===== config.mk =====
export PLATFORM = sky130hd
export DESIGN_NAME = serdesphy_link_ctrl
export DESIGN_NICKNAME = d
export VERILOG_FILES = /design/src/rtl/serdesphy_pkg.sv /design/src/rtl/serdesphy_sync2.sv /design/src/rtl/serdesphy_link_ctrl.sv
export SDC_FILE = /design/constraint.sdc
export NUM_CORES = 1
export LEC_CHECK = 0
export CORE_MARGIN = 10
export CORE_UTILIZATION = 40
export DETAILED_ROUTE_END_ITERATION = 6
export RECOVER_POWER = 50
export SYNTH_ARGS = -nofsm -noshare
export SYNTH_HDL_FRONTEND = slang
export SYNTH_HIERARCHICAL = 1
export SYNTH_SLANG_ARGS = --single-unit

===== constraint.sdc =====
create_clock -name clk_ref_24m -period 3.64 [get_ports clk_ref_24m]
set_input_delay 1.092 -clock clk_ref_24m [delete_from_list [all_inputs] [get_ports clk_ref_24m]]
set_output_delay 1.092 -clock clk_ref_24m [all_outputs]
set_load 0.005 [all_outputs]

===== src/rtl/serdesphy_pkg.sv =====
// Shared types and default timing constants for the SerDes PHY link controller.
package serdesphy_pkg;

  typedef enum logic [2:0] {
    ST_OFF      = 3'd0,
    ST_PWR_WAIT = 3'd1,
    ST_PLL_WAIT = 3'd2,
    ST_CDR_WAIT = 3'd3,
    ST_PRBS_CHK = 3'd4,
    ST_LINK_UP  = 3'd5,
    ST_FAULT    = 3'd6
  } link_state_e;

  localparam int unsigned DEF_PWR_SETTLE  = 256;
  localparam int unsigned DEF_PLL_TIMEOUT = 4096;
  localparam int unsigned DEF_CDR_TIMEOUT = 8192;
  localparam int unsigned DEF_PRBS_WINDOW = 1024;
  localparam int unsigned DEF_MAX_RETRY   = 3;

  function automatic int unsigned max4(input int unsigned a, input int unsigned b,
                                       input int unsigned c, input int unsigned d);
    int unsigned m;
    m = a;
    if (b > m) m = b;
    if (c > m) m = c;
    if (d > m) m = d;
    return m;
  endfunction

endpackage


===== src/rtl/serdesphy_sync2.sv =====
// Two-flop synchronizer for asynchronous lock indications; clears to 0 on reset.
module serdesphy_sync2 (
  input  logic clk,
  input  logic rst_n,
  input  logic d,
  output logic q
);

  logic meta;

  always_ff @(posedge clk or negedge rst_n) begin
    if (!rst_n) begin
      meta <= 1'b0;
      q    <= 1'b0;
    end else begin
      meta <= d;
      q    <= meta;
    end
  end

endmodule


===== src/rtl/serdesphy_link_ctrl.sv =====
// SerDes PHY link bring-up sequencer: supplies -> PLL -> CDR -> optional PRBS -> link up,
// with per-stage timeouts, bounded retry and in-service lock monitoring.
module serdesphy_link_ctrl
  import serdesphy_pkg::*;
#(
  parameter int unsigned PWR_SETTLE  = DEF_PWR_SETTLE,
  parameter int unsigned PLL_TIMEOUT = DEF_PLL_TIMEOUT,
  parameter int unsigned CDR_TIMEOUT = DEF_CDR_TIMEOUT,
  parameter int unsigned PRBS_WINDOW = DEF_PRBS_WINDOW,
  parameter int unsigned MAX_RETRY   = DEF_MAX_RETRY
) (
  input  logic       clk_ref_24m,
  input  logic       rst_n,
  input  logic       dvdd_ok,
  input  logic       avdd_ok,
  input  logic       link_en,
  input  logic       test_mode,
  input  logic       pll_lock,
  input  logic       cdr_lock,
  input  logic       prbs_err,
  output logic       pll_en,
  output logic       cdr_en,
  output logic       tx_en,
  output logic       rx_en,
  output logic       prbs_chk_en,
  output logic       link_up,
  output logic       fault,
  output logic [2:0] state,
  output logic [1:0] retry_cnt
);

  localparam int unsigned TW = $clog2(max4(PWR_SETTLE, PLL_TIMEOUT, CDR_TIMEOUT, PRBS_WINDOW));
  localparam logic [TW-1:0] PWR_LAST  = TW'(PWR_SETTLE - 1);
  localparam logic [TW-1:0] PLL_LAST  = TW'(PLL_TIMEOUT - 1);
  localparam logic [TW-1:0] CDR_LAST  = TW'(CDR_TIMEOUT - 1);
  localparam logic [TW-1:0] PRBS_LAST = TW'(PRBS_WINDOW - 1);
  localparam logic [1:0]    RETRY_LAST = 2'(MAX_RETRY - 1);

  link_state_e   st, nxt;
  logic [TW-1:0] timer, prbs_tot;
  logic          pll_s, cdr_s, pwr_ok;
  logic          retry_ev, retry_inc, timer_clr, timed;

  serdesphy_sync2 u_pll_sync (.clk(clk_ref_24m), .rst_n(rst_n), .d(pll_lock), .q(pll_s));
  serdesphy_sync2 u_cdr_sync (.clk(clk_ref_24m), .rst_n(rst_n), .d(cdr_lock), .q(cdr_s));

  assign pwr_ok = dvdd_ok & avdd_ok;
  assign state  = st;

  always_comb begin
    nxt      = st;
    retry_ev = 1'b0;
    unique case (st)
      ST_OFF:      if (link_en && pwr_ok) nxt = ST_PWR_WAIT;
      ST_PWR_WAIT: if (pwr_ok && timer == PWR_LAST) nxt = ST_PLL_WAIT;
      // lock is tested ahead of the timeout so a coincident lock wins
      ST_PLL_WAIT: if (pll_s) nxt = ST_CDR_WAIT;
                   else if (timer == PLL_LAST) retry_ev = 1'b1;
      ST_CDR_WAIT: if (cdr_s) nxt = test_mode ? ST_PRBS_CHK : ST_LINK_UP;
                   else if (timer == CDR_LAST) retry_ev = 1'b1;
      ST_PRBS_CHK: if (!prbs_err && timer == PRBS_LAST) nxt = ST_LINK_UP;
                   else if (prbs_tot == CDR_LAST) retry_ev = 1'b1;
      ST_LINK_UP:  if (!pll_s || !cdr_s) retry_ev = 1'b1;
      ST_FAULT:    nxt = ST_FAULT;
      default:     nxt = ST_OFF;
    endcase
    if (retry_ev) nxt = (retry_cnt == RETRY_LAST) ? ST_FAULT : ST_PWR_WAIT;
    // supply loss restarts bring-up without charging a retry; link_en=0 overrides all
    if (!pwr_ok && st != ST_OFF && st != ST_FAULT) nxt = ST_PWR_WAIT;
    if (!link_en) nxt = ST_OFF;
    retry_inc = retry_ev && link_en && pwr_ok && (retry_cnt != RETRY_LAST);
    timer_clr = (nxt != st) || (st == ST_PRBS_CHK && prbs_err) ||
                (st == ST_PWR_WAIT && !pwr_ok);
    timed     = nxt inside {ST_PWR_WAIT, ST_PLL_WAIT, ST_CDR_WAIT, ST_PRBS_CHK};
  end

  always_ff @(posedge clk_ref_24m or negedge rst_n) begin
    if (!rst_n) begin
      st          <= ST_OFF;
      timer       <= '0;
      prbs_tot    <= '0;
      retry_cnt   <= '0;
      pll_en      <= 1'b0;
      cdr_en      <= 1'b0;
      tx_en       <= 1'b0;
      rx_en       <= 1'b0;
      prbs_chk_en <= 1'b0;
      link_up     <= 1'b0;
      fault       <= 1'b0;
    end else begin
      st       <= nxt;
      timer    <= (timer_clr || !timed) ? '0 : timer + 1'b1;
      prbs_tot <= (st == ST_PRBS_CHK && nxt == ST_PRBS_CHK) ? prbs_tot + 1'b1 : '0;
      if (nxt == ST_OFF || (nxt == ST_LINK_UP && st != ST_LINK_UP)) retry_cnt <= '0;
      else if (retry_inc) retry_cnt <= retry_cnt + 1'b1;
      // outputs decode the next state so they line up with the state register
      pll_en      <= nxt inside {ST_PLL_WAIT, ST_CDR_WAIT, ST_PRBS_CHK, ST_LINK_UP};
      cdr_en      <= nxt inside {ST_CDR_WAIT, ST_PRBS_CHK, ST_LINK_UP};
      tx_en       <= nxt inside {ST_CDR_WAIT, ST_PRBS_CHK, ST_LINK_UP};
      rx_en       <= nxt inside {ST_CDR_WAIT, ST_PRBS_CHK, ST_LINK_UP};
      prbs_chk_en <= (nxt == ST_PRBS_CHK) || (nxt == ST_LINK_UP && test_mode);
      link_up     <= nxt == ST_LINK_UP;
      fault       <= nxt == ST_FAULT;
    end
  end

endmodule


==> impl_metrics.ini, run 1 <==
[outcome]
status = complete, but fails checks
violations = max-capacitance violations, max-slew violations

[global_routing]
grt-ovfl-total = 0
grt_pass1_wl_mm = 8.638
antenna_found_initial = 0
grt_pass1_vias = 1731
track_usage_pct = 11.74
grt_max_degree = 41

[yosys]
netlist_area_mm2 = 0.002268
syn-mean-instance-area_um2 = 10.04
synth_top_area_cell = dfrtp_1
synth_top_area_share_pct = 44.13
yosys_warnings = 6
synth-edff-count = 0
postSynthCellCount = 226
ys_seq_area_share_pct = 44.13
synth_most_common_cell = dfrtp_1
synthTopCellsByArea = dfrtp_1 44%, a221oi_2 6.6%, xor2_1 5.0%, nor2_1 4.1%, xnor2_1 3.9%
ys_types = 47
synth-main-ff-cell = dfrtp_1
synth_async_sr_flop_share_pct = 100.0
synth_nets = 238
synth-seq-cells = 40
yosys-top-cells-count = 40 x dfrtp_1, 25 x nor2_1, 18 x nand2_1, 13 x xor2_1, 11 x nand3_1

[drt]
ant_nets = 0
drt_first_pass_iters = 4
drt_wl_total_mm = 4.950
vias = 1752
drtIter0Drc = 99
route.detailed.drc = 0
vias_per_cell = 5.441
wl_per_cell_um = 15.37

[sta]
finalSetupTns_ps = 0
max_slew_margin_pct = -41.77
fin_crit_ps = 3229
rsz0062_at_grt = no
drv_slew = 41
fin_crit_sh_pct = 88.71
hold_viol_final = 0
hold_ws_ps = 357.5
tightestPinTransition_ps = 2127
finClkSkew_ps = 7.969
fmax_ghz = 0.3097
setup_viol = 0

[final_layout]
nets = 261
fin_util_pct = 48.28
design_area_mm2 = 0.002659
syn_to_final_growth_pct = 17.21
layout-drive-gt1-share_pct = 14.00
fillCellCount = 507
regArea_mm2 = 0.001001
multi_input_area_mm2 = 0.001169
insertedDiodeCount = 0

[die]
die_w_um = 95.31
die_area_mm2 = 0.009083
start_util_pct = 41.20
die_y_um = 95.31
core_area_mm2 = 0.005507
io_pins = 21
num_rows = 27

[worst_setup_path]
cp.arrival_ps = 3420
critPathCaptureType = flop
worstPathRequired_ps = 3830
crit_fanout = 13
worst-setup-path-type = primary input to flop
cp-start-kind = primary input
startpoint = avdd_ok
reg2reg_from = state[0]$_DFF_PN0_

[cts]
cts-buffers-inserted = 5
ctsHtreeMaxLevel = 2
cts_resized = 0
clock_sinks = 40
cts_setup_buffers = 0
cts_buffer_depth = 2
insertion_delay_ps = 290
root_buffer = clkbuf_8
postCtsHoldBufs = 0
cts_tree = done
clk_pin_slew_worst_paths_ps = 80

[power_and_ir_drop]
combPwrFrac_pct = 7.6
p_clk_share_pct = 41.2
cellPowerDensity_mw_per_mm2 = 334.7
netSwitchingFraction_pct = 23.73
ir_drop_uv = 207.9
p_seq_share_pct = 51.2
p_leak_nw = 1.046
power_mw = 0.8899
power.switching_mw = 0.2112
intPower_mw = 0.6787

[run]
cap_violations = 1

[placed_design]
gp_congestion = 0.8621
post-dp-hpwl_mm = 3.477
dpl_cell_area_mm2 = 0.002549
port-buffer-count = 20

[min_path]
hp-class = flop to flop
holdCritStartpoint = u_cdr_sync/meta$_DFF_PN0_
[power groups by stage]
stage	combinational [mW]	sequential (mW)	clock, mW
after global placement	0.0687	0.465	0
final	0.0675	0.456	0.367
after detailed placement	0.0690	0.465	0
after floorplan	0.0349	0.460	0
after CTS	0.0692	0.456	0.377
after global routing	0.0745	0.457	0.401
[through the flow]
step                      instances  setup slack, ps
after floorplan                 226            688.8
after global placement          314            161.2
after detailed placement        314            153.9
after CTS                       322            417.3
after global routing            322            284.8
final                           322            410.9
[cell usage in the layout, fill, tap and decap left out, drive strengths merged, types with 4 or more instances in the layout]
cell            n
clkdlybuf4s50  15
nand4           9
inv             7
dfrtp          40
xor2           13
and3            5
nor2           25
nand2          18
a21oi           4
o21ai           4
dlygate4sd3     4
xnor2          10
a221oi         13
nor3            6
clkbuf          6
nand3          11
buf             9
[critical path, cell delays in order]
cell             delay [ps]
clkdlybuf4s50_1         450
nor4bb_1                160
and4_1                  220
o32ai_1                 370
nor4b_2                 120
or4_1                   510
buf_4                   220
a221oi_1                270
[routing by layer]
| metal | GRT usage [%] | vias to the layer above | wire (um) |
|---|---|---|---|
| li1 | - | 862 | - |
| met1 | 16.36 | 849 | 2371 |
| met2 | 17.10 | 37 | 2234 |
| met3 | 3.221 | 4 | 293 |
| met4 | 3.741 | 0 | 51 |
| met5 | 0 | - | 0 |
[path summary, 6_finish.rpt]
kind                                          end  slack (ps)  depth (start not counted)
max                            timer[1]$_DFF_PN0_         410                          8
min                        u_cdr_sync/q$_DFF_PN0_         360                          0
max reg2reg                    timer[1]$_DFF_PN0_         750                          7
min reg2reg                u_cdr_sync/q$_DFF_PN0_         360                          0
max in group asynchronous   prbs_tot[6]$_DFF_PN0_        1010                          1
min in group asynchronous     timer[12]$_DFF_PN0_        1400                          1
[sequential cells by signal (all words and copies together) (netlist names)]
register	cells
pll_en	1
fault	1
prbs_chk_en	1
rx_en	1
u_pll_sync/meta	1
u_pll_sync/q	1
u_cdr_sync/meta	1
link_up	1
prbs_tot	13
u_cdr_sync/q	1
timer	13
state	3
retry_cnt	2
[cell families (layout without fill, tap and decap cells)]
kind of cell | after synthesis | in the layout | share of synthesized area [%]
compound gates | 36 | 36 | 14.84
xor+xnor | 23 | 23 | 8.880
fa+ha+maj | 3 | 3 | 1.655
buf+inv | 20 | 44 | 4.578
flops | 40 | 40 | 44.13
mux | 2 | 2 | 0.8826
simple gates | 102 | 102 | 25.04
[area by class of cell]
type	instances	area share, %
Timing Repair Buffer	29	9.835
Clock inverter	3	1.600
Clock buffer	5	2.588
Sequential cell	40	37.65
Tap cell	72	3.388
Inverter	7	0.9882
Multi-Input combinational cell	166	43.95
Power figures use the tool's default switching activity.
==> run 2, diff against run 1 <==
GPL_TIMING_DRIVEN = 0   (was not set)
SLEW_MARGIN = 25   (was not set)
==> impl_metrics.ini, run 2 (synthesis results as in run 1) <==
[cts]
cts-buffers-inserted = 5
clock_sinks = 40
insertion_delay_ps = 290
cts_tree = done
cts_buffer_depth = 2
clk_pin_slew_worst_paths_ps = 80
root_buffer = clkbuf_8
cts_setup_buffers = 0
postCtsHoldBufs = 0
ctsHtreeMaxLevel = 2

[die]
core_area_mm2 = 0.005507
die_y_um = 95.31
die_area_mm2 = 0.009083
io_pins = 21
num_rows = 27
start_util_pct = 41.20
die_w_um = 95.31

[worst_setup_path]
crit_fanout = 10
reg2reg_from = state[2]$_DFF_PN0_
worst-setup-path-type = primary input to flop
rrSetupSlack_ps = 670
r2r-end = timer[9]$_DFF_PN0_
cp.arrival_ps = 3630
cp-start-kind = primary input
startpoint = prbs_err
worstPathRequired_ps = 3840
rr_worst_depth = 7
critPathCaptureType = flop
critPathCapture = timer[9]$_DFF_PN0_

[min_path]
hp-class = flop to flop

[global_routing]
grt-ovfl-total = 0
use_met1_pct = 18.35
use_met3_pct = 3.064
track_usage_pct = 12.24
grt_pass1_wl_mm = 8.963
globalRoute.busiestLayer = met1
grt_max_degree = 26
antenna_found_initial = 0
grt_pass1_vias = 1747
met2_usage_pct = 16.70

[sta]
fmax_ghz = 0.2909
max_slew_margin_pct = 12.11
fin_crit_sh_pct = 94.43
tightestPinTransition_ps = 1318
setup_viol = 0
drv_slew = 0
finClkSkew_ps = 3.527
hold_viol_final = 0
hold_ws_ps = 353.1
fin_crit_ps = 3437

[final_layout]
syn_to_final_growth_pct = 18.86
multi_input_area_mm2 = 0.001191
insertedDiodeCount = 0
layout-drive-gt1-share_pct = 14.12
design_area_mm2 = 0.002696
regArea_mm2 = 0.001001
nets = 266
final_cell_mix = 40 x dfrtp_1, 25 x nor2_1, 18 x nand2_1
final_common_cell = dfrtp_1
fillCellCount = 507
fin_util_pct = 48.97

[drt]
vias_per_cell = 5.394
ant_nets = 0
drtIter0Drc = 171
wl_per_cell_um = 15.19
drt_wl_total_mm = 4.966
vias = 1764
drt_first_pass_iters = 4
route.detailed.drc = 0

[placed_design]
gp_congestion = 0.8958
post-dp-hpwl_mm = 3.662
dpl_cell_area_mm2 = 0.002574
port-buffer-count = 20

[power_and_ir_drop]
ir_drop_uv = 219.2
netSwitchingFraction_pct = 24.08
p_leak_nw = 1.069
power.switching_mw = 0.2144
power_mw = 0.8905
cellPowerDensity_mw_per_mm2 = 330.3
combPwrFrac_pct = 7.6
p_seq_share_pct = 50.9
intPower_mw = 0.6761
p_clk_share_pct = 41.5

[outcome]
status = finished clean

[run]
cap_violations = 0
[run 2: area by class of cell]
class                           count  area share [%]
Multi-Input combinational cell    166           44.18
Buffer                             13           2.923
Tap cell                           72           3.341
Sequential cell                    40           37.12
Inverter                            7          0.9745
Clock inverter                      3           1.578
Timing Repair Buffer               21           7.332
Clock buffer                        5           2.552
[run 2: power by group through the flow]
stage / sequential, mW / combinational (mW) / clock [mW]
6_report: 0.453 / 0.0680 / 0.369
3_3_place_gp: 0.462 / 0.0656 / 0
5_1_grt: 0.454 / 0.0763 / 0.400
2_1_floorplan: 0.460 / 0.0349 / 0
4_1_cts: 0.453 / 0.0683 / 0.379
3_5_place_dp: 0.462 / 0.0678 / 0
[run 2: how the worst min path moves through the flow]
stage,startpoint,to,slack (ps),depth (start not counted)
final,u_pll_sync/meta$_DFF_PN0_,u_pll_sync/q$_DFF_PN0_,350,0
after global routing,u_cdr_sync/meta$_DFF_PN0_,u_cdr_sync/q$_DFF_PN0_,370,0
after CTS,u_pll_sync/meta$_DFF_PN0_,u_pll_sync/q$_DFF_PN0_,350,0
after detailed placement,u_pll_sync/meta$_DFF_PN0_,u_pll_sync/q$_DFF_PN0_,330,0
after global placement,u_cdr_sync/meta$_DFF_PN0_,u_cdr_sync/q$_DFF_PN0_,330,0
after floorplan,u_cdr_sync/meta$_DFF_PN0_,u_cdr_sync/q$_DFF_PN0_,330,0
[run 2: worst max-delay path, cell delays in order]
cell             delay, ps
clkdlybuf4s50_1        430
and3b_1                220
nand4_1                220
a2bb2oi_4              320
o211ai_1               230
or4_1                  600
buf_2                  260
a221oi_2               260
[run 2: per-layer routing]
| metal | part of all wire [%] | wire length, um |
|---|---|---|
| met1 | 50 | 2487 |
| met2 | 43 | 2127 |
| met3 | 5.8 | 290 |
| met4 | 1.2 | 60 |
| met5 | 0 | 0 |
[run 2: timing repair]
action                     CTS  global route
resized for setup            0             5
setup endpoints to repair    0            10
hold endpoints to repair     0             0
[run 2: metrics by stage]
step | cells | setup slack [ps] | setup TNS [ps]
after floorplan | 226 | 688.8 | 0
after global placement | 318 | -254.9 | -2221
after detailed placement | 319 | -205.6 | -1806
after CTS | 327 | 77.76 | 0
after global routing | 327 | -5.847 | -5.847
final | 327 | 202.9 | 0
==> run 3, diff against run 2 <==
CORE_UTILIZATION = 30   (was 40)
==> impl_metrics.ini, run 3 (synthesis results as in run 1) <==
[drt]
wl_per_cell_um = 13.93
vias = 1738
ant_nets = 0
drtIter0Drc = 84
route.detailed.drc = 0
vias_per_cell = 4.910
drt_wl_total_mm = 4.931
drt_first_pass_iters = 4

[worst_setup_path]
cp_num_buf_inv = 2
max_stage_delay_ps = 590
crit_path_top_delay_cell = or4_1
crit_fanout = 10
worstPathRequired_ps = 3830
rrSetupSlack_ps = 680
cp.arrival_ps = 3630
worst-setup-path-type = primary input to flop
cp-start-kind = primary input
cp_top_family = simple AND/OR/NAND/NOR gates
crit_chain = clkdlybuf4s50_1 -> and3b_1 -> nand4_1 -> a2bb2oi_2 -> o211ai_1 -> or4_1 -> buf_2 -> a221oi_2
critPathCaptureType = flop

[final_layout]
final_cell_mix = 40 x dfrtp_1, 25 x nor2_1, 18 x nand2_1
fillCellCount = 759
final_common_cell = dfrtp_1
syn_to_final_growth_pct = 19.58
regArea_mm2 = 0.001001
insertedDiodeCount = 0
nets = 266
multi_input_area_mm2 = 0.001164
fin_cells = 354
design_area_mm2 = 0.002713
layout-drive-gt1-share_pct = 13.73

[sta]
drv_slew = 0
fin_crit_ps = 3437
tightestPinTransition_ps = 1444
fin_crit_sh_pct = 94.43
fmax_ghz = 0.2909
hold_viol_final = 0
rsz0062_at_grt = no
max_slew_margin_pct = 3.765
setup_viol = 0
finClkSkew_ps = 2.569

[power_and_ir_drop]
netSwitchingFraction_pct = 22.94
power.switching_mw = 0.2070
p_seq_share_pct = 50.2
p_clk_share_pct = 42.7
p_leak_nw = 1.064
intPower_mw = 0.6954
ir_drop_uv = 130.6
cellPowerDensity_mw_per_mm2 = 332.7
combPwrFrac_pct = 7.0
power_mw = 0.9024

[placed_design]
post-dp-hpwl_mm = 3.699
gp_congestion = 0.8992
dpl_cell_area_mm2 = 0.002608
dp_cells = 346
port-buffer-count = 20

[cts]
cts_resized = 0
root_buffer = clkbuf_8
postCtsHoldBufs = 0
cts_tree = done
ctsHtreeMaxLevel = 2
cts-buffers-inserted = 5
cts_buffer_depth = 2
clock_sinks = 40
cts_setup_buffers = 0
clk_pin_slew_worst_paths_ps = 80
insertion_delay_ps = 290

[global_routing]
globalRoute.busiestLayer = met2
grt-ovfl-total = 0
grt_pass1_wl_mm = 8.638
grt_max_degree = 29
antenna_found_initial = 0
use_met3_pct = 2.994
grt_pass1_vias = 1845
use_met1_pct = 11.22
met2_usage_pct = 14.35
track_usage_pct = 9.047

[die]
io_pins = 21
die_area_mm2 = 0.01144
core_area_mm2 = 0.007292
start_util_pct = 31.11
die_w_um = 107.0
num_rows = 31
die_y_um = 107.0

[outcome]
status = finished clean

[min_path]
hp-class = flop to flop

[run]
cap_violations = 0
run 3: final timing paths:
| check | start | endpoint | cells after the start |
|---|---|---|---|
| min in group asynchronous | rst_n | timer[7]$_DFF_PN0_ | 1 |
| worst min register to register | u_cdr_sync/meta$_DFF_PN0_ | u_cdr_sync/q$_DFF_PN0_ | 0 |
| worst max register to register | timer[0]$_DFF_PN0_ | timer[3]$_DFF_PN0_ | 9 |
| max in group asynchronous | rst_n | retry_cnt[0]$_DFFE_PN0P_ | 2 |
| worst min-delay path | u_cdr_sync/meta$_DFF_PN0_ | u_cdr_sync/q$_DFF_PN0_ | 0 |
| worst max-delay path | prbs_err | timer[3]$_DFF_PN0_ | 8 |
run 3: worst reg2reg max path, cell delays in order, from the launching register on:
cell and delay [ps]:
dfrtp_1 410, ha_1 250, and4_1 190, buf_2 150, nand4_1 140, a2bb2oi_2 360
o211ai_1 260, or4_1 590, buf_2 250, a221oi_2 260
run 3: stage by stage:
step | hold slack [ps] | util, % | TNS (ps) | setup slack [ps]
floorplan | 331.2 | - | 0 | 688.8
global placement | 337.9 | 35.55 | -1711 | -197.2
detailed placement | 334.7 | 35.76 | -1493 | -172.6
CTS | 354.3 | 37.42 | 0 | 114.9
global route | 360.2 | 37.20 | 0 | 25.09
finish | 353.4 | 37.20 | 0 | 202.6
run 3: area by class of cell:
| class | instances | share of cell area, % |
|---|---|---|
| inverter | 7 | 0.9686 |
| tap | 99 | 4.566 |
| sequential | 40 | 36.90 |
| multi-input combinational | 166 | 42.90 |
| clock buffer | 6 | 3.044 |
| buffer | 13 | 2.906 |
| timing repair buffer | 21 | 7.288 |
| clock inverter | 2 | 1.430 |
run 3: layer usage:
| metal | share of wire, % | vias up | wire, um |
|---|---|---|---|
| met3 | 5.8 | 5 | 286 |
| met1 | 46 | 832 | 2275 |
| met4 | 0.93 | 0 | 46 |
| met5 | 0 | - | 0 |
| met2 | 47 | 28 | 2321 |
| li1 | - | 873 | - |
run 3: power groups by stage:
stage / registers (mW) / logic [mW] / clock network (mW)
2_1_floorplan: 0.460 / 0.0349 / 0
3_3_place_gp: 0.462 / 0.0649 / 0
3_5_place_dp: 0.462 / 0.0670 / 0
4_1_cts: 0.453 / 0.0671 / 0.400
5_1_grt: 0.454 / 0.0714 / 0.414
6_report: 0.453 / 0.0635 / 0.386
